File: config.mk
export PLATFORM = sky130hd
export DESIGN_NAME = frame_scanout_flat
export DESIGN_NICKNAME = d
export VERILOG_FILES = /design/src/rtl/frame_scanout_pkg.sv /design/src/rtl/frame_scanout_if.sv /design/src/rtl/vga_timing_gen.sv /design/src/rtl/frame_scanout.sv /design/src/flat_wrapper.sv
export SDC_FILE = /design/constraint.sdc
export NUM_CORES = 1
export LEC_CHECK = 0
export CAP_MARGIN = 20
export CORE_ASPECT_RATIO = 1.1
export CORE_MARGIN = 5
export CORE_UTILIZATION = 23
export CTS_BUF_LIST = sky130_fd_sc_hd__clkbuf_2 sky130_fd_sc_hd__clkbuf_4 sky130_fd_sc_hd__clkbuf_8
export CTS_CLUSTER_DIAMETER = 50
export DETAILED_ROUTE_END_ITERATION = 16
export PLACE_DENSITY = 0.37
export SYNTH_ARGS = -nofsm -noshare
export SYNTH_HDL_FRONTEND = slang
export SYNTH_SLANG_ARGS = --single-unit
File: constraint.sdc
create_clock -name clk -period 4.05 [get_ports clk]
set_clock_uncertainty 0.2 [all_clocks]
set_input_delay 1.215 -clock clk [delete_from_list [all_inputs] [get_ports clk]]
set_output_delay 1.215 -clock clk [all_outputs]
set_load 0.005 [all_outputs]
File: src/rtl/frame_scanout_pkg.sv
// frame_scanout_pkg: VGA 640x480@60 timing constants and framebuffer geometry
// shared by the scanout and the renderer.
package frame_scanout_pkg;

    localparam int H_VISIBLE = 640;
    localparam int H_FRONT   = 16;
    localparam int H_SYNC    = 96;
    localparam int H_BACK    = 48;
    localparam int H_TOTAL   = H_VISIBLE + H_FRONT + H_SYNC + H_BACK;

    localparam int V_VISIBLE = 480;
    localparam int V_FRONT   = 10;
    localparam int V_SYNC    = 2;
    localparam int V_BACK    = 33;
    localparam int V_TOTAL   = V_VISIBLE + V_FRONT + V_SYNC + V_BACK;

    localparam int FB_W  = 160;
    localparam int FB_H  = 120;
    localparam int FB_AW = 15;
    localparam int CNT_W = 11;

    localparam logic [2:0] COLOUR_BLACK = 3'b000;

    typedef struct packed {
        logic vis;
        logic hs_n;
        logic vs_n;
    } pix_flags_t;

    localparam pix_flags_t FLAGS_IDLE = '{vis: 1'b0, hs_n: 1'b1, vs_n: 1'b1};

    // Row stride of 160 built from shifts: 160 = 128 + 32.
    function automatic logic [FB_AW-1:0] fb_addr(input logic [FB_AW-1:0] vy, input logic [FB_AW-1:0] hx);
        return (vy << 7) + (vy << 5) + hx;
    endfunction

endpackage

File: src/rtl/frame_scanout_if.sv
// frame_scanout_if: framebuffer read port plus VGA output signals of the scanout.
interface frame_scanout_if;
    import frame_scanout_pkg::*;

    logic [FB_AW-1:0] rd_addr;
    logic             rd_en;
    logic [2:0]       rd_data;
    logic [2:0]       vga_colour;
    logic             vga_hs;
    logic             vga_vs;
    logic             vga_blank_n;
    logic             frame_start;
    logic             vblank_start;

    modport master (
        output rd_addr, rd_en, vga_colour, vga_hs, vga_vs, vga_blank_n, frame_start, vblank_start,
        input  rd_data
    );

    modport slave (
        input  rd_addr, rd_en, vga_colour, vga_hs, vga_vs, vga_blank_n, frame_start, vblank_start,
        output rd_data
    );

endinterface

File: src/rtl/vga_timing_gen.sv
// vga_timing_gen: pixel-phase divider, h/v raster counters and sync/visible decode.
module vga_timing_gen
    import frame_scanout_pkg::*;
#(
    parameter int H_VIS = H_VISIBLE,
    parameter int H_FP  = H_FRONT,
    parameter int H_SW  = H_SYNC,
    parameter int H_BP  = H_BACK,
    parameter int V_VIS = V_VISIBLE,
    parameter int V_FP  = V_FRONT,
    parameter int V_SW  = V_SYNC,
    parameter int V_BP  = V_BACK
) (
    input  logic             clk,
    input  logic             reset,
    output logic             o_adv,
    output logic [CNT_W-1:0] o_h,
    output logic [CNT_W-1:0] o_v,
    output logic             o_visible,
    output logic             o_hs_n,
    output logic             o_vs_n,
    output logic             o_first,
    output logic             o_vblank
);

    localparam logic [CNT_W-1:0] H_LAST = CNT_W'(H_VIS + H_FP + H_SW + H_BP - 1);
    localparam logic [CNT_W-1:0] H_VEND = CNT_W'(H_VIS);
    localparam logic [CNT_W-1:0] H_SBEG = CNT_W'(H_VIS + H_FP);
    localparam logic [CNT_W-1:0] H_SEND = CNT_W'(H_VIS + H_FP + H_SW);
    localparam logic [CNT_W-1:0] V_LAST = CNT_W'(V_VIS + V_FP + V_SW + V_BP - 1);
    localparam logic [CNT_W-1:0] V_VEND = CNT_W'(V_VIS);
    localparam logic [CNT_W-1:0] V_SBEG = CNT_W'(V_VIS + V_FP);
    localparam logic [CNT_W-1:0] V_SEND = CNT_W'(V_VIS + V_FP + V_SW);

    logic             r_phase;
    logic [CNT_W-1:0] r_h;
    logic [CNT_W-1:0] r_v;
    logic             w_h_wrap;
    logic             w_v_wrap;

    assign w_h_wrap = r_h == H_LAST;
    assign w_v_wrap = r_v == V_LAST;

    // The raster moves at half the clock rate; phase=1 marks the advance edge.
    always_ff @(posedge clk or posedge reset) begin
        if (reset) begin
            r_phase <= 1'b0;
            r_h     <= '0;
            r_v     <= '0;
        end else begin
            r_phase <= ~r_phase;
            if (r_phase) begin
                r_h <= w_h_wrap ? '0 : r_h + 1'b1;
                if (w_h_wrap)
                    r_v <= w_v_wrap ? '0 : r_v + 1'b1;
            end
        end
    end

    assign o_adv     = r_phase;
    assign o_h       = r_h;
    assign o_v       = r_v;
    assign o_visible = (r_h < H_VEND) && (r_v < V_VEND);
    assign o_hs_n    = !((r_h >= H_SBEG) && (r_h < H_SEND));
    assign o_vs_n    = !((r_v >= V_SBEG) && (r_v < V_SEND));
    assign o_first   = (r_h == '0) && (r_v == '0);
    assign o_vblank  = (r_h == '0) && (r_v == V_VEND);

endmodule

File: src/rtl/frame_scanout.sv
// frame_scanout: reads a 160x120 framebuffer with 4x4 pixel replication and
// drives VGA colour/sync, compensating the one-cycle RAM latency with a flag pipeline.
module frame_scanout
    import frame_scanout_pkg::*;
#(
    parameter int H_VIS       = H_VISIBLE,
    parameter int V_VIS       = V_VISIBLE,
    parameter int SCALE_SHIFT = 2,
    parameter int H_FP        = H_FRONT,
    parameter int H_SW        = H_SYNC,
    parameter int H_BP        = H_BACK,
    parameter int V_FP        = V_FRONT,
    parameter int V_SW        = V_SYNC,
    parameter int V_BP        = V_BACK
) (
    input  logic            clk,
    input  logic            reset,
    frame_scanout_if.master bus
);

    logic             w_adv;
    logic [CNT_W-1:0] w_h;
    logic [CNT_W-1:0] w_v;
    logic             w_visible;
    logic             w_hs_n;
    logic             w_vs_n;
    logic             w_first;
    logic             w_vblank;
    logic [FB_AW-1:0] w_hx;
    logic [FB_AW-1:0] w_vy;
    pix_flags_t       w_flags;

    vga_timing_gen #(
        .H_VIS (H_VIS),
        .H_FP  (H_FP),
        .H_SW  (H_SW),
        .H_BP  (H_BP),
        .V_VIS (V_VIS),
        .V_FP  (V_FP),
        .V_SW  (V_SW),
        .V_BP  (V_BP)
    ) u_timing (
        .clk       (clk),
        .reset     (reset),
        .o_adv     (w_adv),
        .o_h       (w_h),
        .o_v       (w_v),
        .o_visible (w_visible),
        .o_hs_n    (w_hs_n),
        .o_vs_n    (w_vs_n),
        .o_first   (w_first),
        .o_vblank  (w_vblank)
    );

    assign w_hx    = FB_AW'(w_h >> SCALE_SHIFT);
    assign w_vy    = FB_AW'(w_v >> SCALE_SHIFT);
    assign w_flags = '{vis: w_visible, hs_n: w_hs_n, vs_n: w_vs_n};

    logic [FB_AW-1:0] r_addr;
    pix_flags_t       r_s0;
    pix_flags_t       r_s1;
    pix_flags_t       r_out;
    logic [2:0]       r_colour;
    logic             r_frame_start;
    logic             r_vblank_start;

    // r_s0 is captured with the address; r_s1/r_out shift every clk so the
    // flags land two clocks later, alongside the RAM data for that pixel.
    always_ff @(posedge clk or posedge reset) begin
        if (reset) begin
            r_addr         <= '0;
            r_s0           <= FLAGS_IDLE;
            r_s1           <= FLAGS_IDLE;
            r_out          <= FLAGS_IDLE;
            r_colour       <= COLOUR_BLACK;
            r_frame_start  <= 1'b0;
            r_vblank_start <= 1'b0;
        end else begin
            r_frame_start  <= w_adv && w_first;
            r_vblank_start <= w_adv && w_vblank;
            r_s1           <= r_s0;
            r_out          <= r_s1;
            r_colour       <= r_s1.vis ? bus.rd_data : COLOUR_BLACK;
            if (w_adv) begin
                r_s0 <= w_flags;
                if (w_visible)
                    r_addr <= fb_addr(w_vy, w_hx);
            end
        end
    end

    assign bus.rd_addr      = r_addr;
    assign bus.rd_en        = r_s0.vis;
    assign bus.vga_colour   = r_colour;
    assign bus.vga_hs       = r_out.hs_n;
    assign bus.vga_vs       = r_out.vs_n;
    assign bus.vga_blank_n  = r_out.vis;
    assign bus.frame_start  = r_frame_start;
    assign bus.vblank_start = r_vblank_start;

endmodule

File: src/flat_wrapper.sv
// flat-port wrapper written by rule: the top's interface ports become plain ports
module frame_scanout_flat import frame_scanout_pkg::*;
#(
    parameter int H_VIS       = H_VISIBLE,
    parameter int V_VIS       = V_VISIBLE,
    parameter int SCALE_SHIFT = 2,
    parameter int H_FP        = H_FRONT,
    parameter int H_SW        = H_SYNC,
    parameter int H_BP        = H_BACK,
    parameter int V_FP        = V_FRONT,
    parameter int V_SW        = V_SYNC,
    parameter int V_BP        = V_BACK
)
  (clk, reset, bus_rd_addr, bus_rd_en, bus_vga_colour, bus_vga_hs, bus_vga_vs, bus_vga_blank_n, bus_frame_start, bus_vblank_start, bus_rd_data);
  frame_scanout_if bus_i ();
  input  logic clk;
  input  logic reset;
  output wire logic [$bits(bus_i.rd_addr)-1:0] bus_rd_addr;
  output wire logic [$bits(bus_i.rd_en)-1:0] bus_rd_en;
  output wire logic [$bits(bus_i.vga_colour)-1:0] bus_vga_colour;
  output wire logic [$bits(bus_i.vga_hs)-1:0] bus_vga_hs;
  output wire logic [$bits(bus_i.vga_vs)-1:0] bus_vga_vs;
  output wire logic [$bits(bus_i.vga_blank_n)-1:0] bus_vga_blank_n;
  output wire logic [$bits(bus_i.frame_start)-1:0] bus_frame_start;
  output wire logic [$bits(bus_i.vblank_start)-1:0] bus_vblank_start;
  input wire logic [$bits(bus_i.rd_data)-1:0] bus_rd_data;
  assign bus_rd_addr = bus_i.rd_addr;
  assign bus_rd_en = bus_i.rd_en;
  assign bus_vga_colour = bus_i.vga_colour;
  assign bus_vga_hs = bus_i.vga_hs;
  assign bus_vga_vs = bus_i.vga_vs;
  assign bus_vga_blank_n = bus_i.vga_blank_n;
  assign bus_frame_start = bus_i.frame_start;
  assign bus_vblank_start = bus_i.vblank_start;
  assign bus_i.rd_data = bus_rd_data;
  frame_scanout #(.H_VIS(H_VIS), .V_VIS(V_VIS), .SCALE_SHIFT(SCALE_SHIFT), .H_FP(H_FP), .H_SW(H_SW), .H_BP(H_BP), .V_FP(V_FP), .V_SW(V_SW), .V_BP(V_BP)) u_core (.clk(clk), .reset(reset), .bus(bus_i));
endmodule
After elaboration in Yosys (flattened, before gate mapping)
Index checks and enable logic that the tools add are counted.
Cells by class
  magnitude comparators: 6
  multipliers: 0
  bitwise logic cells: 1
  add/subtract/negate cells: 4
  muxes and demuxes: 3
  reduce and logical (&&, ||, !) cells: 13
  shift operators: 0
  div/mod/pow operators: 0
  equality and inequality tests: 3
Operators with widths (count)
  11-bit by 1-bit adder with 11-bit output (second input constant): 2
  11-bit by 10-bit == test with 1-bit output (second input constant): 2
  11-bit zero test: 2
  11-bit by 10-bit < comparator with 1-bit output (second input constant): 2
  11-bit by 9-bit < comparator with 1-bit output (second input constant): 2
  11-bit two-way mux: 2
  15-bit by 14-bit adder with 15-bit output: 1
  15-bit by 9-bit adder with 15-bit output: 1
  11-bit by 9-bit == test with 1-bit output (second input constant): 1
  11-bit by 10-bit greater-or-equal comparator with 1-bit output (second input constant): 1
  11-bit by 9-bit greater-or-equal comparator with 1-bit output (second input constant): 1
  1-bit logical AND: 7
  2-bit AND reduction: 2
  3-bit two-way mux: 1
  1-bit zero test: 2
  1-bit NOT: 1
Word-level totals
  bits in latches: 0
  bits in read-only memories: 0
  RAM bits: 0
  output and inout bits: 24
  memories kept: 0
  bits of input ports: 5
  flip-flop bits (word level): 52
  word-level logic and storage cells: 46

Logic depth before layout (Yosys ltp)
Gate-level depths: netlist of run 1.
  depth after elaboration: 3
  depth in mapped cells: 7
  depth with buffers taken out: 7

Cells and area by module
Synthesis of run 1 repeated with hierarchy kept, for this count alone.
Second synthesis, totals
  cell total of the unflattened synthesis: 267
  area, all modules: 2871.5 um^2
By module, submodules not included
  frame_scanout: seq. area each 733.2 um^2, cells each 132, area an instance 1569.0 um^2, instances 1
  vga_timing_gen: seq. area each 575.6 um^2, cells each 135, area an instance 1302.5 um^2, instances 1

Worst setup path before layout of run 1
OpenSTA, ideal clock, no wires.
  kind: reg2reg
  start point: register u_core.u_timing.r_h[9] (netlist: u_core.u_timing.o_h[9])
  end point: register u_core.r_addr[12] (netlist: u_core.bus.rd_addr[12])
  arrival time: 2.225 ns
  library setup time: 0.125 ns
  path buffers: 0
  slack: 1.500 ns
  cell stages (with the launch flop): 7
  required time: 3.725 ns
  cells stage by stage: dfrtp_1 -> fa_1 -> fa_1 -> a211oi_1 -> o21ai_0 -> xor2_1 -> mux2_2
Between the ends
  cells in the longest elaborated chain, start to end: 3
  elaborated cells on any way between the ends: 4
Ends and longest elaborated chain
  start, declared: RTL line vga_timing_gen.sv:36  | logic [CNT_W-1:0] r_h;
  start signal, assigned: RTL line vga_timing_gen.sv:53  | r_h <= w_h_wrap ? '0 : r_h + 1'b1;
  11-bit by 10-bit < comparator with 1-bit output: RTL line vga_timing_gen.sv:63  | assign o_visible = (r_h < H_VEND) && (r_v < V_VEND);
  1-bit logical AND: RTL line vga_timing_gen.sv:63
  2-bit AND reduction (no source line)
  end signal, assigned: RTL line frame_scanout.sv:87  | r_addr <= fb_addr(w_vy, w_hx);
  end, declared: RTL line frame_scanout.sv:59  | logic [FB_AW-1:0] r_addr;
Parallel ways exist; a longest one is shown, timed or not.
A chain may end at the register's enable or synchronous reset.

Worst setup path in the final report of run 1
  start point: register u_core.u_timing.r_v[2] (netlist: u_core.u_timing.o_v[2])
  end point: register u_core.r_addr[12] (netlist: u_core.bus.rd_addr[12])
Between the ends
  cells in the longest elaborated chain, start to end: 3
  elaborated cells on any way between the ends: 5
Ends and longest elaborated chain
  start, declared: RTL line vga_timing_gen.sv:37  | logic [CNT_W-1:0] r_v;
  start signal, assigned: RTL line vga_timing_gen.sv:55  | r_v <= w_v_wrap ? '0 : r_v + 1'b1;
  parallel branches: the longest is 3 deep, another holds 15-bit by 14-bit adder with 15-bit output
Parallel ways; which one is timed is not known.

==> metrics.txt, run 1 <==
Via density=4.500; CTS max path bufs=2; Die Y=123.6 um; Hold Slack=0.1642 ns; Reg area=1309 sq um; num ports=29; flops & latches, synth=52; Setup crit end kind=flop; status=complete, no violations; diodes inserted=0; Final Total Pwr=857.7 uW; register area share after synthesis=0.4854; worst slew pin tran=0.6893 ns; Routed WL per cell=14.25 um; fraction of layout cells with a size suffix above 1=0.1277; crit-path max cell delay=0.57 ns; top cell type by total area after synthesis=dfrtp_1; syn_nets=272; Total Routing Usage GR=0.09131; cell area after synthesis=2696 sq um; syn_area_per_cell=11.01 sq um; root buffer cell=clkbuf_8; R2R Setup Slk=1.26 ns; Die ar.=13,990 sq um; Synth cell types=46; multi-input logic area=1304 sq um; internal power=654.2 uW; Area Growth Syn to Fin=20.00%; # setup viols final=0; vias after detailed routing=1,908; Post-synth EDFFs=0; yosys warns=0; DRT Wirelength=6.043 mm; Final ANT Viol Nets=0; Critical Path End=u_core.bus.rd_addr[12]; CTS tree=done; hold crit path type=reg -> reg; Setup TNS=0 ns; FILL cells=1,221; Layout Nets=300; global-route wire length before repair=10.29 mm; First-pass DRT Iterations=4; Post-Layout Inst Area=3236 sq um; core box area=11,490 sq um; CP required=4.05 ns; Hold Vio Cnt, Final=0; switch share=0.2373; grt total ovfl=0; RR Endpoint=u_core.bus.rd_addr[12]; switching component of the power=203.5 uW; Layout Utilization=0.2816; worst rel slew slack=0.5405; crit path max fanout=11; CTS Buf Count=5; RR Startpoint=u_core.u_timing.o_v[2]; Slew Limit Fails=0; Synth top area share=0.4269; top_reg_cell synth=dfrtp_1; crit path cell chain=fa_1, fa_1, a211oi_1, o21ai_0, xor2_1, mux2_2; # H-tree levels=2; pwr dens=265.1 nW/um^2; FP Rows=41; vias in the first global route=1,981; Post-DP HPWL=4.323 mm; Worst Setup SP=u_core.u_timing.o_v[2]; crit path kind=reg -> reg; Leak Pwr=1.449 nW; clk_lat worst skew=0.31 ns; Mapped Cells=245; setup bufs post-CTS=0; fmax=358.5 MHz; GP Congestion=0.7741; post-synthesis async set-or-reset flop share=1.000; Top cell by count, worst path=fa_1; min Tclk post-route=2.789 ns; Worst R2R Path Depth=6; MaxCap Viol Count=0; Gate power share=0.022; Die X=113.2 um; Clock Sinks=52; Post-DP Area=3141 sq um; clock power share=0.370; Period Utilization, post-route=0.6887; maximum VDD drop=0.0001412 V; hold buffers post-CTS=0; initial antenna violation count=0; Seq pwr share=0.607; Clk pin slew, worst setup/hold paths=0.11 ns; RSZ-0062 raised after global routing=false; starting density of the core=0.2346; CTS resizes=0; critical path launch point type=flop; largest net degree at the start of global routing=53; Initial DRC Count=57; # DRC=0; top post-synthesis cells by area=dfrtp_1 (43%), ha_1 (8.8%), dfstp_2 (5.8%); critical path arrival=2.78 ns; I/O Buffers=28; CP max-delay cell=dfrtp_1
-- metrics by stage --
stage	cells	setup slack [ns]
2_1_floorplan	245	1.387
3_3_place_gp	416	1.315
4_1_cts	424	1.262
5_1_grt	424	1.085
3_5_place_dp	416	1.285
6_report	424	1.261
-- worst min path at each step --
| stage | start | endpoint | slack (ns) | depth (start not counted) |
|---|---|---|---|---|
| 6_report | u_core.r_s1[1] | u_core.bus.vga_hs | 0.16 | 0 |
| 2_1_floorplan | u_core.r_s1[1] | u_core.bus.vga_hs | 0.15 | 0 |
| 3_5_place_dp | u_core.r_s1[0] | u_core.bus.vga_vs | 0.15 | 0 |
| 5_1_grt | u_core.r_s1[0] | u_core.bus.vga_vs | 0.17 | 0 |
| 3_3_place_gp | u_core.r_s1[0] | u_core.bus.vga_vs | 0.15 | 0 |
| 4_1_cts | u_core.r_s1[0] | u_core.bus.vga_vs | 0.16 | 0 |
-- cells in the final DEF (no fill, tap or decap), types with 2 or more instances in the layout --
master | Yosys | routed
xor2_1 | 7 | 7
nand2_1 | 14 | 14
fa_1 | 3 | 3
inv_1 | 10 | 9
and2_1 | 4 | 4
clkbuf_8 | 0 | 5
o21ai_0 | 14 | 14
mux2_2 | 10 | 10
and3_1 | 4 | 4
or4_1 | 2 | 2
nor2_1 | 13 | 13
nand4_1 | 10 | 10
and4_1 | 2 | 2
o211ai_1 | 4 | 4
o2bb2ai_1 | 2 | 2
dfrtp_1 | 46 | 46
clkinvlp_4 | 0 | 2
a21o_1 | 3 | 3
dfstp_2 | 6 | 6
nand3_1 | 9 | 9
or2_2 | 2 | 2
a21oi_1 | 8 | 8
a211o_1 | 2 | 2
ha_1 | 19 | 19
xnor2_1 | 10 | 10
buf_4 | 1 | 3
nor4_1 | 4 | 4
nor3_1 | 7 | 7
a211oi_1 | 3 | 3
clkdlybuf4s50_1 | 0 | 28
-- critical path: cells and delay by family, from the launching register on --
kind,cells,cell delay (ns)
DFF,1,0.57
adders and majority gates,2,1.04
xor gates and xnor gates,1,0.16
muxes,1,0.26
AOI/OAI and AO/OA,2,0.46
-- layout make-up --
type                            instances  share of cell area
Inverter                               10             0.01160
Multi-Input combinational cell        173              0.4029
Clock inverter                          3            0.008121
Sequential cell                        52              0.4045
Clock buffer                            5             0.02127
Tap cell                              150             0.05800
Timing Repair Buffer                   31             0.09358
-- Yosys cell counts (2+ instances only) --
cell,instances
dfrtp_1,46
ha_1,19
nand2_1,14
o21ai_0,14
nor2_1,13
inv_1,10
mux2_2,10
nand4_1,10
xnor2_1,10
nand3_1,9
a21oi_1,8
nor3_1,7
xor2_1,7
dfstp_2,6
clkbuf_1,5
and2_1,4
and3_1,4
buf_2,4
nor4_1,4
o211ai_1,4
a211oi_1,3
a21o_1,3
fa_1,3
a211o_1,2
and4_1,2
o2bb2ai_1,2
or2_2,2
or4_1,2
-- metal layers --
metal | GRT usage | up-vias | wire [um]
li1 | - | 938 | -
met1 | 0.1190 | 935 | 2785
met2 | 0.1559 | 33 | 3020
met3 | 0.01811 | 2 | 197
met4 | 0.02254 | 0 | 39
met5 | 0 | - | 0
-- kinds of logic after synthesis --
| group | after synthesis | synth area share |
|---|---|---|
| compound gates | 42 | 0.1007 |
| flops | 52 | 0.4854 |
| fa+ha+maj | 22 | 0.1104 |
| xor+xnor | 17 | 0.05522 |
| buf+inv | 20 | 0.03109 |
| simple gates | 81 | 0.1717 |
| mux | 11 | 0.04548 |
-- flip-flops by register name, summed over array words and instances, names as in the netlist --
signal and count:
u_core.bus.frame_start 1, u_core.bus.rd_addr 15, u_core.bus.rd_en 1, u_core.bus.vblank_start 1, u_core.bus.vga_blank_n 1, u_core.bus.vga_colour 3
u_core.bus.vga_hs 1, u_core.bus.vga_vs 1, u_core.r_s0 2, u_core.r_s1 3, u_core.u_timing.o_adv 1, u_core.u_timing.o_h 11
u_core.u_timing.o_v 11
-- power groups by stage --
| stage | clock [mW] | sequential (mW) | combinational (mW) |
|---|---|---|---|
| final | 0.318 | 0.521 | 0.0192 |
| after global routing | 0.357 | 0.521 | 0.0227 |
| after CTS | 0.337 | 0.521 | 0.0206 |
| after detailed placement | 0 | 0.531 | 0.0205 |
| after global placement | 0 | 0.531 | 0.0208 |
| after floorplan | 0 | 0.531 | 0.00855 |
Note: power is estimated with default switching activity, not from simulation.
==> run 2, diff against run 1 <==
--- a/config.mk
+++ b/config.mk
@@ -12,7 +12,7 @@
 export CTS_BUF_LIST = sky130_fd_sc_hd__clkbuf_2 sky130_fd_sc_hd__clkbuf_4 sky130_fd_sc_hd__clkbuf_8
 export CTS_CLUSTER_DIAMETER = 50
 export DETAILED_ROUTE_END_ITERATION = 16
-export PLACE_DENSITY = 0.37
+export PLACE_DENSITY = 0.39
 export SYNTH_ARGS = -nofsm -noshare
 export SYNTH_HDL_FRONTEND = slang
 export SYNTH_SLANG_ARGS = --single-unit
==> constraint.sdc (replaced) <==
create_clock -name clk -period 2.5 [get_ports clk]
set_clock_uncertainty 0.2 [all_clocks]
set_input_delay 0.75 -clock clk [delete_from_list [all_inputs] [get_ports clk]]
set_output_delay 0.75 -clock clk [all_outputs]
set_load 0.005 [all_outputs]
==> run 2 against run 1 <==
Against the previous run: cell count grew 4.5%; sequential cell count is the same; clock power grew 67%; sequential share of layout area shrank 2.5 points; die area is the same; core utilization grew 1.8 points; non-clock buffer count grew 19; final area grew 6.5%; worst setup slack lost 1.2 ns; critical path type unchanged; critical endpoint is now u_core.bus.rd_addr[10]; highest routed layer unchanged.
==> metrics.txt, run 2 (same netlist as run 1, synthesis figures left out) <==
Leak Pwr=1.545 nW (+6.6%); root buffer cell=clkbuf_8; Seq pwr share=0.599 (-0.008); # DRC=0 (unchanged); vias after detailed routing=1,991 (+4.4%); Worst R2R Path Depth=7 (+1); RSZ-0062 raised after global routing=true; Via density=4.494 (-0.13%); FILL cells=1,221 (unchanged); status=complete, no violations; diodes inserted=0 (unchanged); grt total ovfl=0 (unchanged); maximum VDD drop=0.0002214 V (+57%); worst rel slew slack=0.7062 (+0.1657); Layout Nets=319 (+6.3%); clock power share=0.377 (+0.007); critical path arrival=2.45 ns (-0.33 ns); GP Congestion=0.7496 (-3.2%); DRT Wirelength=6.218 mm (+2.9%); Gate power share=0.024 (+0.002); Die X=113.2 um (unchanged); switching component of the power=325.9 uW (+60%); Place WS=0.01256 ns (-1.272 ns); Initial DRC Count=110 (+93%); R2R Setup Slk=0.07 ns (-1.19 ns); Post-DP HPWL=4.401 mm (+1.8%); Setup TNS=0 ns (unchanged); Routed WL per cell=14.04 um (-1.5%); Total Routing Usage GR=0.09605 (+0.004739); critical path launch point type=flop; Hold Vio Cnt, Final=0 (unchanged); most frequent cells in the layout=dfrtp_1 (46), clkdlybuf4s50_1 (28), buf_4 (20), ha_1 (16), nand2_1 (14); core box area=11,490 sq um (unchanged); most common cell after layout, fill and taps aside=dfrtp_1; FP Rows=41 (unchanged); fraction of layout cells with a size suffix above 1=0.2048 (+0.07704); hold crit path type=reg -> reg; worst hold start=u_core.r_s1[0]; vias in the first global route=2,040 (+3.0%); Die Y=123.6 um (unchanged); CTS tree=done; Clk pin slew, worst setup/hold paths=0.10 ns (about the same); crit path max fanout=2 (-9); Period Utilization, post-route=0.9737 (+0.2850); Setup crit end kind=flop; clk_lat worst skew=0.32 ns (about the same); RR Startpoint=u_core.u_timing.o_v[4]; worst slew pin tran=0.4350 ns (-0.2543 ns); First-pass DRT Iterations=4 (unchanged); Clock Sinks=52 (unchanged); starting density of the core=0.2346 (unchanged); # H-tree levels=2 (unchanged); internal power=1.083 mW (+65%); Slew Limit Fails=0 (unchanged); CTS Buf Count=5 (unchanged); CTS max path bufs=2 (unchanged); MaxCap Viol Count=0 (unchanged); fmax=410.8 MHz (+15%); Area Growth Syn to Fin=27.84%; Die ar.=13,990 sq um (unchanged); final worst slack=0.06565 ns (-1.195 ns); min Tclk post-route=2.434 ns (-0.3550 ns); max FFs per register=15 (unchanged); # setup viols final=0 (unchanged); CP required=2.51 ns (-1.54 ns); I/O Buffers=28 (unchanged); Hold Path Stages=0 (unchanged); crit path kind=reg -> reg; WHS Endpoint=u_core.bus.vga_vs; num ports=29 (unchanged); pwr dens=408.6 nW/um^2 (+54%); RR Endpoint=u_core.bus.rd_addr[10]; initial antenna violation count=0 (unchanged); Final ANT Viol Nets=0 (unchanged); global-route wire length before repair=10.64 mm (+3.4%); largest net degree at the start of global routing=53 (unchanged); switch share=0.2314 (-0.005897)
-- run 2: area by class of cell --
type / count / area (sq um) / share of cell area
Clock buffer: 6 / 82.58 / 0.02396
Multi-Input combinational cell: 173 / 1354 / 0.3927
Tap cell: 150 / 187.7 / 0.05445
Timing Repair Buffer: 50 / 461.7 / 0.1339
Sequential cell: 52 / 1309 / 0.3797
Inverter: 10 / 37.54 / 0.01089
Clock inverter: 2 / 15.01 / 0.004356
-- run 2: stage by stage --
stage	util	hold slack (ns)	cells	cell area [sq um]	total power, mW
4_1_cts	0.2946	0.1545	441	3386	1.445
6_report	0.3000	0.1532	443	3447	1.408
5_1_grt	0.3000	0.1615	443	3447	1.478
2_1_floorplan	-	0.1452	245	2704	0.8745
3_3_place_gp	0.2862	0.1508	433	3288	0.8963
3_5_place_dp	0.2862	0.1507	433	3288	0.8965
-- run 2: critical path, stage by stage (launching register included) --
cell     delay, ns
dfrtp_1       0.41
fa_1          0.52
fa_2          0.38
buf_4         0.15
a21o_1        0.15
a21oi_1       0.17
xnor2_1       0.09
mux2_2        0.26
-- run 2: layer usage --
layer | global-route usage | wire (um)
met1 | 0.1312 | 2969
met2 | 0.1507 | 2952
met3 | 0.01958 | 175
met4 | 0.03531 | 121
met5 | 0 | 0
-- run 2: worst max path at each step --
stage	start	endpoint	slack, ns
detailed placement	u_core.u_timing.o_h[9]	u_core.bus.rd_addr[12]	0.01
global route	u_core.u_timing.o_v[4]	u_core.bus.rd_addr[14]	-0.01
floorplan	u_core.u_timing.o_h[9]	u_core.bus.rd_addr[12]	0.06
global placement	u_core.u_timing.o_h[9]	u_core.bus.rd_addr[12]	0.03
finish	u_core.u_timing.o_v[4]	u_core.bus.rd_addr[10]	0.07
CTS	u_core.u_timing.o_v[2]	u_core.bus.rd_addr[12]	0.006
-- run 2: what timing repair did --
action,4_1_cts,5_1_grt
pin swaps,2,4
setup endpoints to repair,1,4
buffers inserted,0,2
hold buffers,0,0
resized for setup,0,8
-- run 2: power by group through the flow --
stage | combinational [mW] | sequential, mW | clock, mW
global route | 0.0393 | 0.844 | 0.594
CTS | 0.0364 | 0.844 | 0.564
floorplan | 0.0139 | 0.861 | 0
finish | 0.0338 | 0.844 | 0.531
detailed placement | 0.0364 | 0.860 | 0
global placement | 0.0361 | 0.860 | 0
==> run 3, diff against run 2 <==
--- a/config.mk
+++ b/config.mk
@@ -12,6 +12,7 @@
 export CTS_BUF_LIST = sky130_fd_sc_hd__clkbuf_2 sky130_fd_sc_hd__clkbuf_4 sky130_fd_sc_hd__clkbuf_8
 export CTS_CLUSTER_DIAMETER = 50
 export DETAILED_ROUTE_END_ITERATION = 16
+export MAX_ROUTING_LAYER = met4
 export PLACE_DENSITY = 0.39
 export SYNTH_ARGS = -nofsm -noshare
 export SYNTH_HDL_FRONTEND = slang
==> run 3 against run 2 <==
Against the previous run: critical path depth unchanged; core utilization unchanged; highest routed layer unchanged; largest power group unchanged; largest cell class unchanged; sequential power about the same; global-route usage increased by 0.29 points; worst setup slack about the same.
==> metrics.txt, run 3 (same netlist as run 1, synthesis figures left out) <==
max FFs per register=15 (unchanged); Worst R2R Path Depth=7 (unchanged); # setup viols final=0 (unchanged); Layout Nets=319 (unchanged); Via density=4.492 (about the same); DRT Wirelength=6.219 mm (about the same); I/O Buffers=28 (unchanged); R2R Setup Slk=0.07 ns (about the same); Layout Utilization=0.3000 (unchanged); switch share=0.2315 (about the same); pwr dens=408.6 nW/um^2 (about the same); fmax=410.8 MHz (about the same); Setup crit end kind=flop; Leak Pwr=1.545 nW (unchanged); Die ar.=13,990 sq um (unchanged); Cells after DPL=433 (unchanged); Hold Vio Cnt, Final=0 (unchanged); Seq pwr share=0.599 (about the same); Die Y=123.6 um (unchanged); FP Rows=41 (unchanged); vias after detailed routing=1,990 (-0.050%); global-route wire length before repair=10.65 mm (about the same); Slew Limit Fails=0 (unchanged); Clk pin slew, worst setup/hold paths=0.10 ns (about the same); maximum VDD drop=0.0002215 V (about the same); critical path arrival=2.45 ns (about the same); CP required=2.51 ns (about the same); RR Startpoint=u_core.u_timing.o_v[4]; most frequent cells in the layout=dfrtp_1 (46), clkdlybuf4s50_1 (28), buf_4 (20), ha_1 (16), nand2_1 (14); Area Growth Syn to Fin=27.84% (unchanged); largest net degree at the start of global routing=53 (unchanged); # H-tree levels=2 (unchanged); status=complete, no violations; clk_lat worst skew=0.32 ns (about the same); Die X=113.2 um (unchanged); Period Utilization, post-route=0.9737 (about the same); Gate power share=0.024 (about the same); Critical Path End=u_core.bus.rd_addr[10]; min Tclk post-route=2.434 ns (+0.00001050 ns); clock power share=0.377 (about the same); CTS max path bufs=2 (unchanged); GP Congestion=0.7592 (+1.3%); Final Total Pwr=1.409 mW (about the same); Total Routing Usage GR=0.09893 (+0.002878); diodes inserted=0 (unchanged); Non-Filler Instances=443 (unchanged); RR Endpoint=u_core.bus.rd_addr[10]; CTS tree=done; CTS Buf Count=5 (unchanged); crit path kind=reg -> reg; grt total ovfl=0 (unchanged); switching component of the power=326.0 uW (about the same); Final ANT Viol Nets=0 (unchanged); Clock Sinks=52 (unchanged); Initial DRC Count=115 (+4.5%); Routed WL per cell=14.04 um (about the same); fraction of layout cells with a size suffix above 1=0.2048 (unchanged); worst slew pin tran=0.4350 ns (unchanged); num ports=29 (unchanged); critical path launch point type=flop; MaxCap Viol Count=0 (unchanged); initial antenna violation count=0 (unchanged); hold crit path type=reg -> reg; core box area=11,490 sq um (unchanged); Post-DP HPWL=4.401 mm (unchanged); RSZ-0062 raised after global routing=true; Post-DP Area=3288 sq um (unchanged); crit path max fanout=2 (unchanged); internal power=1.083 mW (about the same); worst rel slew slack=0.7062 (unchanged); Setup TNS=0 ns (unchanged); # DRC=0 (unchanged); First-pass DRT Iterations=4 (unchanged); Post-Layout Inst Area=3447 sq um (unchanged); starting density of the core=0.2346 (unchanged); vias in the first global route=2,040 (unchanged); root buffer cell=clkbuf_8; Worst Setup SP=u_core.u_timing.o_v[4]; most common cell after layout, fill and taps aside=dfrtp_1
## run 3: worst min path at each step
stage | slack [ns] | end | start | cells past startpoint
CTS | 0.15 | u_core.bus.vga_vs | u_core.r_s1[0] | 0
finish | 0.15 | u_core.bus.vga_vs | u_core.r_s1[0] | 0
detailed placement | 0.15 | u_core.bus.vga_vs | u_core.r_s1[0] | 0
global route | 0.16 | u_core.bus.vga_vs | u_core.r_s1[0] | 0
floorplan | 0.15 | u_core.bus.vga_hs | u_core.r_s1[1] | 0
global placement | 0.15 | u_core.bus.vga_hs | u_core.r_s1[1] | 0
## run 3: layer usage
metal | up-vias | routed length, um | GRT usage
met5 | - | 0 | -
met4 | 0 | 121 | 0.03531
met3 | 13 | 175 | 0.01958
met2 | 33 | 2954 | 0.1507
met1 | 962 | 2969 | 0.1315
li1 | 982 | - | -
## run 3: power groups by stage
stage / sequential [mW] / combinational [mW] / clock, mW
3_5_place_dp: 0.860 / 0.0364 / 0
6_report: 0.844 / 0.0338 / 0.531
3_3_place_gp: 0.860 / 0.0361 / 0
2_1_floorplan: 0.861 / 0.0139 / 0
5_1_grt: 0.844 / 0.0393 / 0.594
4_1_cts: 0.844 / 0.0364 / 0.564
## run 3: through the flow
stage / worst slack, ns / hold slack (ns)
after global routing: -0.01251 / 0.1615
after detailed placement: 0.01256 / 0.1507
after CTS: 0.006022 / 0.1545
after global placement: 0.02532 / 0.1508
after floorplan: 0.05894 / 0.1452
final: 0.06564 / 0.1532
## run 3: area by class of cell
cell class                 count  area [sq um]
clock buffer                   6         82.58
tap                          150         187.7
clock inverter                 2         15.01
multi-input combinational    173          1354
inverter                      10         37.54
timing repair buffer          50         461.7
fill                        1221          8044
sequential                    52          1309
## run 3: what timing repair did
item,4_1_cts,5_1_grt
resized for setup,0,8
hold buffers,0,0
endpoints found under the setup margin,1,4
buffers inserted,0,2
pin swaps,2,4
## run 3: critical path: stages, from the launching register on
cell     delay, ns
dfrtp_1       0.41
fa_1          0.52
fa_2          0.38
buf_4         0.15
a21o_1        0.15
a21oi_1       0.17
xnor2_1       0.09
mux2_2        0.26
